`config.mk`:
```
export PLATFORM = sky130hd
export DESIGN_NAME = tl45_mul_seq
export DESIGN_NICKNAME = d
export VERILOG_FILES = /design/src/rtl/tl45_mul_seq.sv
export SDC_FILE = /design/constraint.sdc
export NUM_CORES = 1
export LEC_CHECK = 0
export CORE_MARGIN = 2
export CORE_UTILIZATION = 44
export CTS_CLUSTER_DIAMETER = 50
export DETAILED_ROUTE_END_ITERATION = 10
export PLACE_DENSITY = 0.91
export RECOVER_POWER = 100
export SYNTH_ARGS = -nofsm -noshare
export SYNTH_HDL_FRONTEND = slang
export SYNTH_SLANG_ARGS = --single-unit
```
`constraint.sdc`:
```
create_clock -name i_clk -period 3.6 [get_ports i_clk]
set_clock_uncertainty 0.1 [all_clocks]
set_input_delay 0.72 -clock i_clk [delete_from_list [all_inputs] [get_ports i_clk]]
set_output_delay 0.72 -clock i_clk [all_outputs]
set_load 0.01 [all_outputs]
```
`src/rtl/tl45_mul_seq.sv`:
```
// tl45_mul_seq: sequential 32x32->64 radix-2 shift-add multiplier for the tl45
// execute stage. It owns no adder. Every cycle it drives the operands and carry-in
// of the shared external 32-bit KSA and consumes that adder's sum and carry-out.
// Optional signed support is compiled in with the macro TL45_MUL_SIGNED_EN.
// Signed operands are multiplied as magnitudes, and the 64-bit result is then
// negated with two extra adder passes.
module tl45_mul_seq (
    input  logic        i_clk,
    input  logic        i_reset_n,
    input  logic        i_valid,
    output logic        o_ready,
    input  logic [31:0] i_a,
    input  logic [31:0] i_b,
    input  logic        i_signed,
    output logic        o_valid,
    input  logic        i_ready,
    output logic [63:0] o_prod,
    output logic [31:0] o_add_a,
    output logic [31:0] o_add_b,
    output logic        o_add_cin,
    input  logic [31:0] i_add_sum,
    input  logic        i_add_cout
);

`ifdef TL45_MUL_SIGNED_EN
    typedef enum logic [2:0] {
        S_IDLE, S_NEGA, S_NEGB, S_MUL, S_NEGL, S_NEGH, S_DONE
    } state_t;
`else
    typedef enum logic [1:0] {
        S_IDLE, S_MUL, S_DONE
    } state_t;
`endif

    state_t      state;
    logic [31:0] mcand;
    logic [31:0] acc;
    logic [31:0] q;
    logic [4:0]  cnt;

`ifdef TL45_MUL_SIGNED_EN
    logic        neg_a;
    logic        neg_b;
    logic        sgn;
    logic        c_lo;
    // Marks a signed op. A signed op takes the negate states even when both
    // operands are positive, which keeps its latency fixed.
    logic        sop;
`else
    logic        unused_signed;
    assign unused_signed = i_signed;
`endif

    // The product is exposed only while it is valid, so the consumer never sees partial sums.
    assign o_prod = o_valid ? {acc, q} : 64'd0;

    // Adder operand mux. The adder inputs are zero whenever the block is not using it.
    always_comb begin
        o_add_a   = 32'd0;
        o_add_b   = 32'd0;
        o_add_cin = 1'b0;
        case (state)
            S_MUL: begin
                o_add_a = acc;
                o_add_b = q[0] ? mcand : 32'd0;
            end
`ifdef TL45_MUL_SIGNED_EN
            S_NEGA: begin
                o_add_a   = ~mcand;
                o_add_cin = 1'b1;
            end
            S_NEGB, S_NEGL: begin
                o_add_a   = ~q;
                o_add_cin = 1'b1;
            end
            S_NEGH: begin
                o_add_a   = ~acc;
                o_add_cin = c_lo;
            end
`endif
            default: ;
        endcase
    end

    // Control FSM and datapath registers. o_ready rises one cycle after IDLE is
    // entered, so the DONE handshake cycle can never double as an accept cycle.
    always_ff @(posedge i_clk) begin
        if (!i_reset_n) begin
            state   <= S_IDLE;
            mcand   <= 32'd0;
            acc     <= 32'd0;
            q       <= 32'd0;
            cnt     <= 5'd0;
            o_ready <= 1'b0;
            o_valid <= 1'b0;
`ifdef TL45_MUL_SIGNED_EN
            neg_a   <= 1'b0;
            neg_b   <= 1'b0;
            sgn     <= 1'b0;
            c_lo    <= 1'b0;
            sop     <= 1'b0;
`endif
        end else begin
            case (state)
                S_IDLE: begin
                    o_ready <= 1'b1;
                    if (i_valid && o_ready) begin
                        mcand   <= i_a;
                        q       <= i_b;
                        acc     <= 32'd0;
                        cnt     <= 5'd0;
                        o_ready <= 1'b0;
`ifdef TL45_MUL_SIGNED_EN
                        neg_a   <= i_signed & i_a[31];
                        neg_b   <= i_signed & i_b[31];
                        sgn     <= (i_signed & i_a[31]) ^ (i_signed & i_b[31]);
                        sop     <= i_signed;
                        state   <= i_signed ? S_NEGA : S_MUL;
`else
                        state   <= S_MUL;
`endif
                    end
                end
`ifdef TL45_MUL_SIGNED_EN
                S_NEGA: begin
                    if (neg_a)
                        mcand <= i_add_sum;
                    state <= S_NEGB;
                end
                S_NEGB: begin
                    if (neg_b)
                        q <= i_add_sum;
                    state <= S_MUL;
                end
`endif
                S_MUL: begin
                    // Shift the {cout, sum, q} concatenation right by one bit. The
                    // adder carry becomes acc[31].
                    acc <= {i_add_cout, i_add_sum[31:1]};
                    q   <= {i_add_sum[0], q[31:1]};
                    cnt <= cnt + 5'd1;
                    if (cnt == 5'd31) begin
`ifdef TL45_MUL_SIGNED_EN
                        if (sop) begin
                            state <= S_NEGL;
                        end else begin
                            state   <= S_DONE;
                            o_valid <= 1'b1;
                        end
`else
                        state   <= S_DONE;
                        o_valid <= 1'b1;
`endif
                    end
                end
`ifdef TL45_MUL_SIGNED_EN
                S_NEGL: begin
                    // The carry out of ~lo + 1 is set only when lo is zero. It
                    // carries the +1 into the high word.
                    if (sgn)
                        q <= i_add_sum;
                    c_lo  <= i_add_cout;
                    state <= S_NEGH;
                end
                S_NEGH: begin
                    if (sgn)
                        acc <= i_add_sum;
                    state   <= S_DONE;
                    o_valid <= 1'b1;
                end
`endif
                S_DONE: begin
                    if (i_ready) begin
                        o_valid <= 1'b0;
                        state   <= S_IDLE;
                    end
                end
                default: state <= S_IDLE;
            endcase
        end
    end

endmodule

```
Word-level counts from Yosys, hierarchy flattened
Cells that the tools add are included.
{"block": "classes", "add_sub_neg": 1, "eq_ne": 6, "muxes": 18, "reduce_logical": 8}
{"op": "$mux 32", "count": 5}
{"op": "$pmux 32 s2", "count": 2}
{"op": "$mux 64", "count": 1}
{"op": "$pmux 5 s2", "count": 1}
{"op": "$mux 2", "count": 3}
{"op": "$ne 2x2->1 const B", "count": 3}
{"op": "$pmux 2 s3", "count": 1}
{"op": "$reduce_and 3->1", "count": 2}
{"op": "$add 5x1->5 const B", "count": 1}
{"op": "$eq 5x5->1 const B", "count": 1}
{"op": "$mux 5", "count": 1}
{"op": "$reduce_and 2->1", "count": 2}
{"op": "$reduce_bool 2->1", "count": 2}
{"op": "$mux 1", "count": 3}
{"op": "$eq 2x1->1 const B", "count": 1}
{"op": "$eq 2x2->1 const B", "count": 1}
{"op": "$logic_not 2->1", "count": 1}
{"op": "$pmux 1 s2", "count": 1}
{"op": "$logic_and 1x1->1", "count": 1}
{"block": "word_totals", "ff_bits": 105, "in_bits": 102, "output_inout_bits": 131, "word_cells": 40}

Logic depth before layout (Yosys ltp)
Gate-level depths: netlist (run 1).
{"block": "depth", "word_depth": 3, "mapped_depth": 6, "mapped_depth_nobuf": 6}

Worst setup path after synthesis (run 1)
OpenSTA, ideal clock, no wires.
{"block": "synth_path", "path_kind": "reg2out", "start": "register state[0]", "end": "output o_add_b[0]", "arrival_ns": 1.206, "slack_ns": 1.574, "path_stages_with_launch": 6, "path_buffers": 3, "path_cell_list": "dfxtp_1 -> buf_6 -> nor2b_4 -> buf_2 -> clkbuf_1 -> and3_1"}
{"block": "synth_via", "elab_chain_cells": 2}
{"element": "start: declaration", "line_no": "35", "text": "state_t state;"}
{"element": "start signal: assignment", "line_no": "89", "text": "state <= S_IDLE;"}
{"element": "start signal: assignment", "line_no": "120", "text": "state <= S_MUL;"}
{"element": "start signal: assignment", "line_no": "151", "text": "state <= S_DONE;"}
{"element": "$eq 2x1->1", "line_no": "62", "text": "case (state)"}
{"element": "$mux 32", "line_no": "62"}
{"element": "end: declaration", "line_no": "19", "text": "output logic [31:0] o_add_b,"}
No other way between the ends.

Final worst setup path (run 1)
{"block": "layout_path", "start": "register state[0]", "end": "output o_add_b[27]"}
Same word-level chain as after synthesis.

==> flow_metrics.tcl, run 1 <==
set metrics [dict create \
    synthXorXnorAreaFrac 0.00180 \
    design.final.nets 882 \
    dieArea_sq_um 11900 \
    hpwlAfterDp_mm 9.98 \
    final_antenna_diode_count 0 \
    groute.usage.overall 0.228 \
    detail_route.vias_per_cell 5.21 \
    clkLatencyLatePin_ps 350 \
    hold_violations 0 \
    setup_tns_ps 0 \
    critPathMaxFanout 34 \
    sequential_to_total_area_share_from_yosys_stat 0.433 \
    drt-initial-drc-count 369 \
    syn_avg_cell_area_sq_um 8.29 \
    cts_tree "built" \
    cts.reportedPaths.clkPinSlew_ps 100 \
    yosys.area_share.simple 0.295 \
    core_sq_um 10800 \
    failed_checks "capacitance limit, slew limit" \
    postRouteAntennaNets 0 \
    post_synth_adder_cell_area 0.00515 \
    die_height_um 109 \
    cts_resized 0 \
    clock_tree.htree_level_count 3 \
    synth_edf_count 0 \
    clock-root-buffer "sky130_fd_sc_hd__clkbuf_8" \
    detailedRoute.firstPassIterationCount 4 \
    finalInstanceArea_sq_um 7250 \
    critPathRequiredTime_ps 2780 \
    clkSinkCount 105 \
    count_of_cells_along_the_worst_hold_path 2 \
    finalCritPeriodShare 0.913 \
    area_growth_pct 49.3 \
    dr_total_vias 4805 \
    worstHoldEndpoint "mcand[16]" \
    timing_max_transition_violations_final 37 \
    clock_buffer_count_from_cts 9 \
    actual_slew_at_the_worst_max_slew_pin_ps 1590 \
    rrSetupSlack_ps 1010 \
    grt_antenna_before_repair 0 \
    worstPathArrival_ps 2470 \
    ioPinCount 233 \
    ff2ff_path_depth 4 \
    worst_hold_startpoint "mcand[16]" \
    detail_route.wl_per_cell_um 15.4 \
    run_status "finished with violations" \
    highest_attainable_clock_frequency_ghz 0.304 \
    regToRegEndpoint "q[6]" \
    synthesis.instances 586 \
    synth-compound-area-share 0.195 \
    synth_seq_cells 105 \
    worst_ir_drop_vdd_mv 0.204 \
    combinational_family_with_the_most_area_after_synthesis "simple AND/OR/NAND/NOR gates" \
    gr-total-overflow 0 \
    drc 0 \
    route.final.wire_length_mm 14.2 \
    wire_length_of_the_first_global_routing_pass_mm 21.8 \
    start_kind "register" \
    power.density_nw_per_um2 323 \
    post_route_cells_drive_above_1_share 0.0332 \
    placed_cell_area_sq_um 7100 \
    timing.max_slew.rel_slack -0.0574 \
    cts_setup_buffers 0 \
    rsz0062_at_grt "no" \
    std_cell_rows 38 \
    placement.io_buffers 230 \
    die_x_um 109 \
    synthesis.nets 690 \
    hold_class "reg -> reg" \
    timing.critical_path.to_type "output port" \
    crit_type "reg -> out" \
    synth_mux_area_frac 0.00206 \
    grt_start_max_net_pins 68 \
    number_of_buffers_inserted_for_hold_repair_after_clock_tree_synthesis 0 \
    yosys_most_used_dff "sky130_fd_sc_hd__dfxtp_1" \
    count_of_cell_types_in_the_netlist 30 \
    max_cap_viol_count 1 \
    globalplace.congestion 0.741 \
    floorplan.initialDensity 0.450 \
    synth.cell_area_sq_um 4860 \
    reg2reg_from "state[0]" \
    synthesis.yosys.warnings 0 \
    first_global_vias 4481 \
    p_leak_uw 0.00316 \
    cts.path.max_buffers 2 \
    fin_crit_ps 3290 \
    finalSetupViolCount 0 \
    asyncSetResetFlopFracSynth 0 \
]
[critical path, stage by stage, from the launching register on]
cell                            delay [ps]
sky130_fd_sc_hd__dfxtp_1               500
sky130_fd_sc_hd__nor2b_4               400
sky130_fd_sc_hd__buf_4                 380
sky130_fd_sc_hd__and3_1                210
sky130_fd_sc_hd__dlygate4sd3_1         610
[cell usage in the layout, fill, tap and decap left out, drive strengths merged, types with 6 or more instances in the layout]
| cell | instances |
|---|---|
| clkdlybuf4s50 | 136 |
| nor2 | 6 |
| clkbuf | 14 |
| a31oi | 32 |
| o31ai | 32 |
| and3 | 33 |
| dlygate4sd3 | 94 |
| a21oi | 35 |
| dfxtp | 105 |
| buf | 7 |
| nand2 | 132 |
| and2 | 97 |
| a22o | 35 |
[worst max path at each step]
| stage | from | to | slack, ps | cells past startpoint |
|---|---|---|---|---|
| finish | state[0] | o_add_b[27] | 310 | 4 |
| global route | state[0] | o_add_b[31] | 190 | 4 |
| CTS | state[0] | o_add_b[31] | 370 | 4 |
| detailed placement | state[0] | o_add_b[31] | 780 | 4 |
| global placement | state[0] | o_add_b[0] | 840 | 4 |
| floorplan | state[0] | o_add_b[0] | 1570 | 5 |
[state kept, by name, summed over array words and instances, names as in the netlist]
register,cells
state,2
acc,32
cnt,5
o_valid,1
o_ready,1
mcand,32
q,32
[stage by stage]
stage | setup slack [ps] | hold WS, ps | instances | power (uW) | util
detailed placement | 784 | 342 | 907 | 1720 | 0.658
global route | 192 | 376 | 923 | 2460 | 0.672
global placement | 843 | 338 | 907 | 1700 | 0.658
floorplan | 1570 | 332 | 586 | 1540 | -
CTS | 375 | 356 | 923 | 2370 | 0.674
finish | 313 | 354 | 923 | 2350 | 0.672
[cell families after synthesis]
group / after synthesis
adders and majority gates: 2
xor gates and xnor gates: 1
other: 1
and+or+nand+nor: 278
buffers and inverters: 60
DFF: 105
AOI/OAI and AO/OA: 138
muxes: 1
[per-layer routing]
layer / routed length [um] / up-vias / track usage
met2: 7230 / 168 / 0.391
met3: 1170 / 7 / 0.0663
met4: 85 / 0 / 0.0559
met5: 0 / - / 0
li1: - / 2381 / -
met1: 5700 / 2249 / 0.280
[power by group]
group          total (uW)  leakage, uW  switching, uW  internal [uW]
sequential           1310     0.000859           66.5           1240
combinational         376      0.00222            186            190
clock                 658    0.0000762            402            257
[layout make-up]
| class | instances | area, sq um |
|---|---|---|
| clock inverters | 5 | 40.0 |
| repair buffers | 240 | 2380 |
| clock buffers | 11 | 131 |
| well taps | 140 | 175 |
| flip-flops and latches | 105 | 2100 |
| multi-input cells | 421 | 2420 |
| fillers | 898 | 3540 |
| inverters | 1 | 3.75 |
[Yosys cell counts, drive strengths merged (2+ instances only)]
library cell,number,share of area
nand2,132,0.10
dfxtp,105,0.43
and2,97,0.12
a21oi,35,0.036
a22o,35,0.063
buf,35,0.049
and3,33,0.042
a31oi,32,0.041
o31ai,32,0.049
clkbuf,24,0.019
nor2,6,0.0062
nand2b,3,0.0039
ha,2,0.0051
nand3,2,0.0021
o21ai,2,0.0021
Note: power is estimated with default switching activity, not from simulation.
==> run 2, diff against run 1 <==
CTS_CLUSTER_SIZE = 40   (was not set)
==> results of run 2 <==
The final DEF is identical to that of run 1; final timing and power are the same.
